===== config.mk =====
export PLATFORM = sky130hd
export DESIGN_NAME = pc_next_ctrl_flat
export DESIGN_NICKNAME = d
export VERILOG_FILES = /design/src/rtl/pc_next_ctrl_if.sv /design/src/rtl/pc_next_ctrl.sv /design/src/flat_wrapper.sv
export SDC_FILE = /design/constraint.sdc
export NUM_CORES = 1
export LEC_CHECK = 0
export ABC_AREA = 1
export ABC_CLOCK_PERIOD_IN_PS = 4800
export BUFFER_PORTS_ARGS = -buffer_cell sky130_fd_sc_hd__buf_4
export CORE_UTILIZATION = 57
export CTS_CLUSTER_SIZE = 40
export DETAILED_ROUTE_END_ITERATION = 6
export PLACE_DENSITY = 0.86
export SLEW_MARGIN = 20
export SYNTH_ARGS = -nofsm -noshare
export SYNTH_HDL_FRONTEND = slang
export SYNTH_SLANG_ARGS = --single-unit

===== constraint.sdc =====
create_clock -name CLK -period 4.8 [get_ports CLK]
set_clock_uncertainty 0.15 [all_clocks]
set_input_delay 0.96 -clock CLK [delete_from_list [all_inputs] [get_ports CLK]]
set_output_delay 0.96 -clock CLK [all_outputs]
set_load 0.05 [all_outputs]

===== src/rtl/pc_next_ctrl_if.sv =====
// Bundles the PC-sequencer handshake: fetch/data-memory status and PC inputs,
// plus the PC write strobe, next address and FSM status.
interface pc_next_ctrl_if;
  logic [31:0] CurrentAdd;
  logic [31:0] Instr;
  logic        ImemRdy;
  logic        DmemRdy;
  logic        Zero;
  logic [31:0] RsData;
  logic        PCWre;
  logic [31:0] NewAdd;
  logic        IRWre;
  logic [2:0]  State;
  logic        Halted;

  modport master (
    output CurrentAdd, Instr, ImemRdy, DmemRdy, Zero, RsData,
    input  PCWre, NewAdd, IRWre, State, Halted
  );

  modport slave (
    input  CurrentAdd, Instr, ImemRdy, DmemRdy, Zero, RsData,
    output PCWre, NewAdd, IRWre, State, Halted
  );
endinterface


===== src/rtl/pc_next_ctrl.sv =====
// Multi-cycle IF/ID/EXE/MEM/WB sequencer that strobes the PC once per retired
// instruction and selects the sequential, branch, jump or register target.
module pc_next_ctrl #(
  parameter logic [31:0] RESET_ADDR = 32'h0000_0000,
  parameter logic [5:0]  HALT_OP    = 6'b111111
) (
  input logic           CLK,
  input logic           Reset,
  pc_next_ctrl_if.slave bus
);

  typedef enum logic [2:0] {
    S_IF   = 3'd0,
    S_ID   = 3'd1,
    S_EXE  = 3'd2,
    S_MEM  = 3'd3,
    S_WB   = 3'd4,
    S_HALT = 3'd5
  } state_t;

  localparam logic [5:0] OP_RTYPE = 6'b000000;
  localparam logic [5:0] OP_J     = 6'b000010;
  localparam logic [5:0] OP_JAL   = 6'b000011;
  localparam logic [5:0] OP_BEQ   = 6'b000100;
  localparam logic [5:0] OP_BNE   = 6'b000101;
  localparam logic [5:0] OP_LW    = 6'b100011;
  localparam logic [5:0] OP_SW    = 6'b101011;
  localparam logic [5:0] FN_JR    = 6'b001000;

  state_t      state;
  logic [31:0] ir;

  logic [5:0]  op;
  logic [5:0]  funct;
  logic        is_jr;
  logic        is_jump;
  logic        is_branch;
  logic        is_lw;
  logic        is_sw;
  logic        is_halt;
  logic        taken;
  logic [31:0] pc4;

  // Sign-extended word offset added to the already-incremented PC.
  function automatic logic [31:0] branch_target(input logic [31:0] pc_plus4,
                                                input logic [15:0] imm);
    logic signed [31:0] offset;
    offset = {{14{imm[15]}}, imm, 2'b00};
    return pc_plus4 + offset;
  endfunction

  function automatic logic [31:0] jump_target(input logic [31:0] pc_plus4,
                                              input logic [25:0] index);
    return {pc_plus4[31:28], index, 2'b00};
  endfunction

  assign op        = ir[31:26];
  assign funct     = ir[5:0];
  assign is_jr     = (op == OP_RTYPE) && (funct == FN_JR);
  assign is_jump   = (op == OP_J) || (op == OP_JAL) || is_jr;
  assign is_branch = (op == OP_BEQ) || (op == OP_BNE);
  assign is_lw     = (op == OP_LW);
  assign is_sw     = (op == OP_SW);
  assign is_halt   = (op == HALT_OP);
  assign taken     = (op == OP_BEQ) ? bus.Zero : !bus.Zero;
  assign pc4       = bus.CurrentAdd + 32'd4;

  always_ff @(posedge CLK or posedge Reset) begin
    if (Reset) begin
      state <= S_IF;
      ir    <= '0;
    end else begin
      case (state)
        S_IF: begin
          if (bus.ImemRdy) begin
            ir    <= bus.Instr;
            state <= S_ID;
          end
        end
        S_ID: begin
          if (is_jump)      state <= S_IF;
          else if (is_halt) state <= S_HALT;
          else              state <= S_EXE;
        end
        S_EXE: begin
          if (is_branch)            state <= S_IF;
          else if (is_lw || is_sw)  state <= S_MEM;
          else                      state <= S_WB;
        end
        S_MEM: begin
          if (bus.DmemRdy) state <= is_sw ? S_IF : S_WB;
        end
        S_WB:    state <= S_IF;
        S_HALT:  state <= S_HALT;
        default: state <= S_IF;
      endcase
    end
  end

  // Strobes are decoded from the state register so the single PCWre pulse
  // always lands in the instruction's final state.
  always_comb begin
    bus.PCWre  = 1'b0;
    bus.IRWre  = 1'b0;
    bus.Halted = 1'b0;
    bus.NewAdd = pc4;
    if (Reset) begin
      bus.NewAdd = RESET_ADDR;
    end else begin
      case (state)
        S_IF: bus.IRWre = bus.ImemRdy;
        S_ID: begin
          if (is_jump) begin
            bus.PCWre  = 1'b1;
            bus.NewAdd = is_jr ? bus.RsData : jump_target(pc4, ir[25:0]);
          end
        end
        S_EXE: begin
          if (is_branch) begin
            bus.PCWre = 1'b1;
            if (taken) bus.NewAdd = branch_target(pc4, ir[15:0]);
          end
        end
        S_MEM:  bus.PCWre = is_sw && bus.DmemRdy;
        S_WB:   bus.PCWre = 1'b1;
        S_HALT: begin
          bus.Halted = 1'b1;
          bus.NewAdd = RESET_ADDR;
        end
        default: ;
      endcase
    end
  end

  assign bus.State = state;

endmodule


===== src/flat_wrapper.sv =====
// flat-port wrapper written by rule: the top's interface ports become plain ports
module pc_next_ctrl_flat 
#(
  parameter logic [31:0] RESET_ADDR = 32'h0000_0000,
  parameter logic [5:0]  HALT_OP    = 6'b111111
)
  (CLK, Reset, bus_CurrentAdd, bus_Instr, bus_ImemRdy, bus_DmemRdy, bus_Zero, bus_RsData, bus_PCWre, bus_NewAdd, bus_IRWre, bus_State, bus_Halted);
  pc_next_ctrl_if bus_i ();
  input logic CLK;
  input logic Reset;
  input wire logic [$bits(bus_i.CurrentAdd)-1:0] bus_CurrentAdd;
  input wire logic [$bits(bus_i.Instr)-1:0] bus_Instr;
  input wire logic [$bits(bus_i.ImemRdy)-1:0] bus_ImemRdy;
  input wire logic [$bits(bus_i.DmemRdy)-1:0] bus_DmemRdy;
  input wire logic [$bits(bus_i.Zero)-1:0] bus_Zero;
  input wire logic [$bits(bus_i.RsData)-1:0] bus_RsData;
  output wire logic [$bits(bus_i.PCWre)-1:0] bus_PCWre;
  output wire logic [$bits(bus_i.NewAdd)-1:0] bus_NewAdd;
  output wire logic [$bits(bus_i.IRWre)-1:0] bus_IRWre;
  output wire logic [$bits(bus_i.State)-1:0] bus_State;
  output wire logic [$bits(bus_i.Halted)-1:0] bus_Halted;
  assign bus_i.CurrentAdd = bus_CurrentAdd;
  assign bus_i.Instr = bus_Instr;
  assign bus_i.ImemRdy = bus_ImemRdy;
  assign bus_i.DmemRdy = bus_DmemRdy;
  assign bus_i.Zero = bus_Zero;
  assign bus_i.RsData = bus_RsData;
  assign bus_PCWre = bus_i.PCWre;
  assign bus_NewAdd = bus_i.NewAdd;
  assign bus_IRWre = bus_i.IRWre;
  assign bus_State = bus_i.State;
  assign bus_Halted = bus_i.Halted;
  pc_next_ctrl #(.RESET_ADDR(RESET_ADDR), .HALT_OP(HALT_OP)) u_core (.CLK(CLK), .Reset(Reset), .bus(bus_i));
endmodule

==> summary.md, run 1 <==
| Metric | Value |
|---|---|
| Distinct cells, synth | 49 |
| Gr usage total | roughly three quarters |
| Die width | between 100 and 150 um |
| Seq/Total Area, Yosys | ~14% |
| Rows | 37 |
| Flops & latches, synth | 35 |
| Die height | 106 um |
| Placed insts | 1473 |
| Failing step | global routing (5_1_grt) |
| Clock Path Buffers | 2 |
| Post-synthesis cell count | around 1100 |
| Synthesis Warnings | 0 |
| Initial Utilization | a little under 60% |
| CTS sink cnt | 35 |
| Total congestion overflow | between 40 and 50 |
| Largest net degree at the start of global routing | 50 |
| TritonCTS Buffers | 5 |
| Mapped Nets | about 1200 |
| Complex-gate fraction of the synthesized area | 16.3% |
| Avg Inst Size Synth | 5.65 um2 |
| Post-CTS Hold Fix Bufs | 0 |
| Port buffer count | roughly 140 |
| Tool Error | [ERROR GRT-0232] Routing congestion too high. Check the congestion heatmap in the GUI. |
| Mux share of post-synthesis cell area | about 2.8% |
| Root buf cell | clkbuf_8 |
| Detailed Place HPWL | 21600 um |
| Worst setup endpoint GRT | bus_NewAdd[31] |
| H-tree depth | 2 |
| GPL Wtd Cong | ~1.1 |
| Worst endpoint pin kind | top-level output |
| Top-level I/O count | 139 |
| Simple-gate share of the synthesized area | a little over two fifths |
| Largest family of logic cells by synthesized area | simple AND/OR/NAND/NOR gates |
| Adder-Cell Fraction of Synth Area | under 10% |
| Status | aborted with a tool error |
| XOR/XNOR Fraction of Synth Area | under 10% |
| Mapped cell area | between 6000 and 7000 um2 |
[layer usage]
metal  global-route usage [%]  GRT overflow
met5                     10.5             0
met4                     77.9            23
met3                     59.6             1
met2                     94.1            20
met1                     74.3             2
[synth_stat cells (all sizes together)]
| library cell | instances | area [um2] |
|---|---|---|
| a21o | 3 | 22.5 |
| a21oi | 94 | 493 |
| a22o | 2 | 17.5 |
| a31oi | 4 | 25.0 |
| a41oi | 1 | 8.76 |
| and2 | 2 | 12.5 |
| and3 | 1 | 6.26 |
| buf | 13 | 82.6 |
| clkbuf | 11 | 41.3 |
| clkinv | 1 | 3.75 |
| dfrtp | 35 | 876 |
| fa | 1 | 20.0 |
| ha | 35 | 438 |
| inv | 149 | 559 |
| mux2 | 15 | 169 |
| nand2 | 325 | 1250 |
| nand3 | 76 | 385 |
| nand3b | 7 | 52.6 |
| nand4 | 16 | 106 |
| nor2 | 150 | 631 |
| nor3 | 24 | 141 |
| nor3b | 1 | 7.51 |
| nor4 | 3 | 33.8 |
| o211ai | 5 | 37.5 |
| o21ai | 61 | 305 |
| o21bai | 8 | 60.1 |
| o22ai | 2 | 12.5 |
| o31ai | 2 | 15.0 |
| or2 | 7 | 43.8 |
| xnor2 | 14 | 123 |
| xor2 | 15 | 146 |
[cell families after synthesis]
logic type / after synthesis
compound gates: 182
xor+xnor: 29
fa+ha+maj: 36
buf+inv: 174
flops: 35
mux: 15
simple gates: 612
[what timing repair did]
item                                    4_1_cts
endpoints found under the setup margin       19
pin swaps                                    14
setup buffers                                 6
hold endpoints to repair                      0
gates resized for setup                      46
[metrics by stage]
stage / setup slack, ns / hold WS (ns) / cell area [um2] / TNS (ns)
2_1_floorplan: 0.0204 / 0.330 / 6120 / 0
3_3_place_gp: -0.290 / 0.339 / 8260 / -2.89
3_5_place_dp: -0.276 / 0.344 / 8260 / -3.00
4_1_cts: 0.000486 / 0.369 / 8650 / 0
==> run 2: changes to the inputs <==
- CORE_UTILIZATION: 57 -> 40
- CTS_CLUSTER_SIZE: 40 -> not set
- PLACE_DENSITY: 0.86 -> not set
- PLACE_DENSITY_LB_ADDON: not set -> 0.15
==> run 2 against run 1 <==
Net effect:
- the run now ends clean
- synthesized cell count stayed put
- synthesized area unchanged
==> summary.md, run 2 <==
| Metric | Value |
|---|---|
| Die ar. | around 16000 um2 |
| Most numerous cell in the Yosys netlist | nand2_1 |
| Gr usage total | 33.6% |
| DR iter-0 viols | 546 |
| Worst-path clk slew | 0.06 ns |
| Finished layout cell area | approximately 9900 um2 |
| RSZ-0062 raised after global routing | yes |
| Ys flop type | dfrtp_1 |
| Avg Inst Size Synth | 5.65 um2 (unchanged) |
| Fin Hold WS | ~0.36 ns |
| Asr flop ratio synth | 100% (unchanged) |
| Cell Area, Placed | 8340 um2 (+1.0%) |
| Core Region | roughly 15000 um2 |
| Required @ worst endpoint | between 3 and 4 ns |
| Placed insts | 1524 (+3.5%) |
| Final ANT Viol Nets | 0 |
| First-pass GRT wire length | just over 40000 um |
| Die height | 126 um (+19%) |
| Post-synthesis cell count | 1083 (unchanged) |
| Syn-to-layout area delta | 61.8% |
| Total congestion overflow | 0 |
| Mapped cell area | 6120 um2 (unchanged) |
| CP Launch Type | primary input |
| R2R Path End | u_core.bus.State[0] |
| Critical Path AT | between 3 and 4 ns |
| Most common cell after layout, fill and taps aside | buf_4 |
| FILL cells | between 1000 and 1500 |
| Port buffer count | 138 (unchanged) |
| Pins Over Slew Limit | 0 |
| Worst-case reg-to-reg path depth | 8 |
| DRC | 0 |
| Fin. Hold Viols | 0 |
| Post-synth EDFFs | 0 (unchanged) |
| Vias in the first global route | 7913 |
| Setup-failing EPs final | 0 |
| Initial antenna violation count | 1 |
| Worst Hold Class | reg2reg |
| Mapped Nets | 1220 (unchanged) |
| H-tree depth | 2 (unchanged) |
| Largest net degree at the start of global routing | 50 |
| Root buf cell | clkbuf_16 |
| Synthesis Warnings | 0 (unchanged) |
| Final setup margin | about 0.0089 ns |
| Reg2Reg Setup Slack | ~2.4 ns |
| WL final | approximately 28000 um |
| Tmin final | approximately 4.8 ns |
| Tcrit/Tclk final | around 100% |
| CTS sink cnt | 35 (unchanged) |
| Max Cap Viol | 0 |
| Cell taking the most area after synthesis | nand2_1 |
| Multi-input gate area | about 5700 um2 |
| WL/cell | roughly 18 um |
| Worst Path Max Fanout | 4 |
| Maximum clock frequency | approximately 210 MHz |
| Top post-synthesis cells by area | nand2_1, dfrtp_1, inv_1, nor2_1, a21oi_1 |
| Fin cells | 1554 |
| Core Util, Final | 67.1% |
| R2R Path Start | u_core.bus.State[0] |
| Worst setup EP type | output pin |
| Clock Latency Late Sink | roughly 0.30 ns |
| Most flop-heavy register | u_core.ir |
| Proportion of layout cells with a drive suffix above 1 | between 40% and 50% |
| Storage element area | ~900 um2 |
| Flops & latches, synth | 35 (unchanged) |
| Clock Path Buffers | 2 (unchanged) |
| Crit path from | bus_CurrentAdd[8] |
| Synth top area share | 19.5% (unchanged) |
| CTS tree | done |
| TritonCTS Buffers | 5 (unchanged) |
| Rows | 44 (+19%) |
| Top-level I/O count | 139 (unchanged) |
| Status | completed |
| Crit Path Class | in2out |
| PwrDens | roughly 530 nW/um2 |
| VDD IR-drop max | 0.446 mV |
| Critical path endpoint | bus_NewAdd[31] |
| Commonest cells in the netlist | nand2_1, inv_1, nor2_1 |
| Max-slew headroom | 6.89% |
| Initial Utilization | 41.5% (-18 points) |
| GPL Wtd Cong | 0.995 (-8.0%) |
| Die width | 126 um (+19%) |
| Distinct cells, synth | 49 (unchanged) |
| Commonest cells after routing, fill and taps aside | buf_4, nand2_1, inv_1 |
| Least-Margin Pin Slew | 1.40 ns |
| Leakage | slightly below 0.005 uW |
| Pre-CTS WS | -0.280 ns (-0.00401 ns) |
| Detailed Place HPWL | 21200 um (-2.2%) |
| Nets@finish | ~1500 |
| Vias post-DR | between 8000 and 9000 |
| Vias per cell | 5.43 |
| Seq/Total Area, Yosys | 14.3% (unchanged) |
| Max FFs per register | 32 |
| Drt pass-1 iters | 7 |
-- run 2: cell counts after synthesis --
Identical to the previous run, type by type.
-- run 2: worst min path at each step --
stage,start,end,cells after the start
after global routing,u_core.ir[21],u_core.ir[21],1
after CTS,u_core.ir[16],u_core.ir[16],1
after floorplan,u_core.ir[18],u_core.ir[18],1
after global placement,u_core.ir[17],u_core.ir[17],1
final,u_core.ir[23],u_core.ir[23],1
after detailed placement,u_core.ir[23],u_core.ir[23],1
-- run 2: power by group --
group          switching [uW]  total, uW  leakage (uW)  internal (uW)
registers                 204        641      0.000398            437
logic                    2520       4210       0.00439           1690
clock network             148        396     0.0000844            248
total                    2880       5250       0.00487           2380
-- run 2: stage by stage --
stage / total power, uW / TNS (ns)
final: 5250 / 0
after global routing: 5580 / -0.549
after CTS: 4620 / -0.0283
after detailed placement: 4050 / -3.34
after global placement: 4030 / -3.09
after floorplan: 2740 / 0
-- run 2: layout make-up --
cell class	count	share of cell area, %
Tap cell	184	2.32
Clock inverter	3	0.480
Timing Repair Buffer	302	24.1
Inverter	150	5.80
Multi-Input combinational cell	874	57.2
Sequential cell	35	8.84
Clock buffer	5	1.26
Antenna cell	1	0.0253
-- run 2: timing repair --
item | 4_1_cts | 5_1_grt
setup endpoints to repair | 22 | 23
gates resized for setup | 61 | 235
pin swaps | 12 | 80
setup buffers | 6 | 15
hold buffers | 0 | 0
-- run 2: per-layer routing --
metal	part of all wire [%]	vias up	GRT usage, %
met5	0	-	0
met4	3.3	0	10.6
met3	7.9	68	4.55
met2	47	400	55.7
met1	42	3898	45.1
li1	-	4066	-
-- run 2: critical path: stages --
cell,delay (ns)
buf_8,0.09
nand2_4,0.06
nor3_4,0.32
nand2_1,0.11
nor2_2,0.13
nand2_1,0.08
nand2_2,0.10
nand2_4,0.08
ha_4,0.23
buf_6,0.13
nand2_4,0.06
nand2_4,0.06
buf_4,0.13
nand2_2,0.04
and2_4,0.13
nand2_2,0.05
nand2_1,0.07
nand2_1,0.08
inv_1,0.07
nand2_2,0.07
inv_1,0.05
nand2_1,0.04
nand3_1,0.08
nand2_1,0.08
a21oi_2,0.19
buf_6,0.18
-- run 2: logic make-up after synthesis --
family / count (synthesis) / synth area share [%]
buf+inv: 174 / 11.2
xor+xnor: 29 / 4.39
mux: 15 / 2.76
simple gates: 612 / 43.6
flops: 35 / 14.3
compound gates: 182 / 16.3
fa+ha+maj: 36 / 7.48
Note: power is estimated with default switching activity, not from simulation.
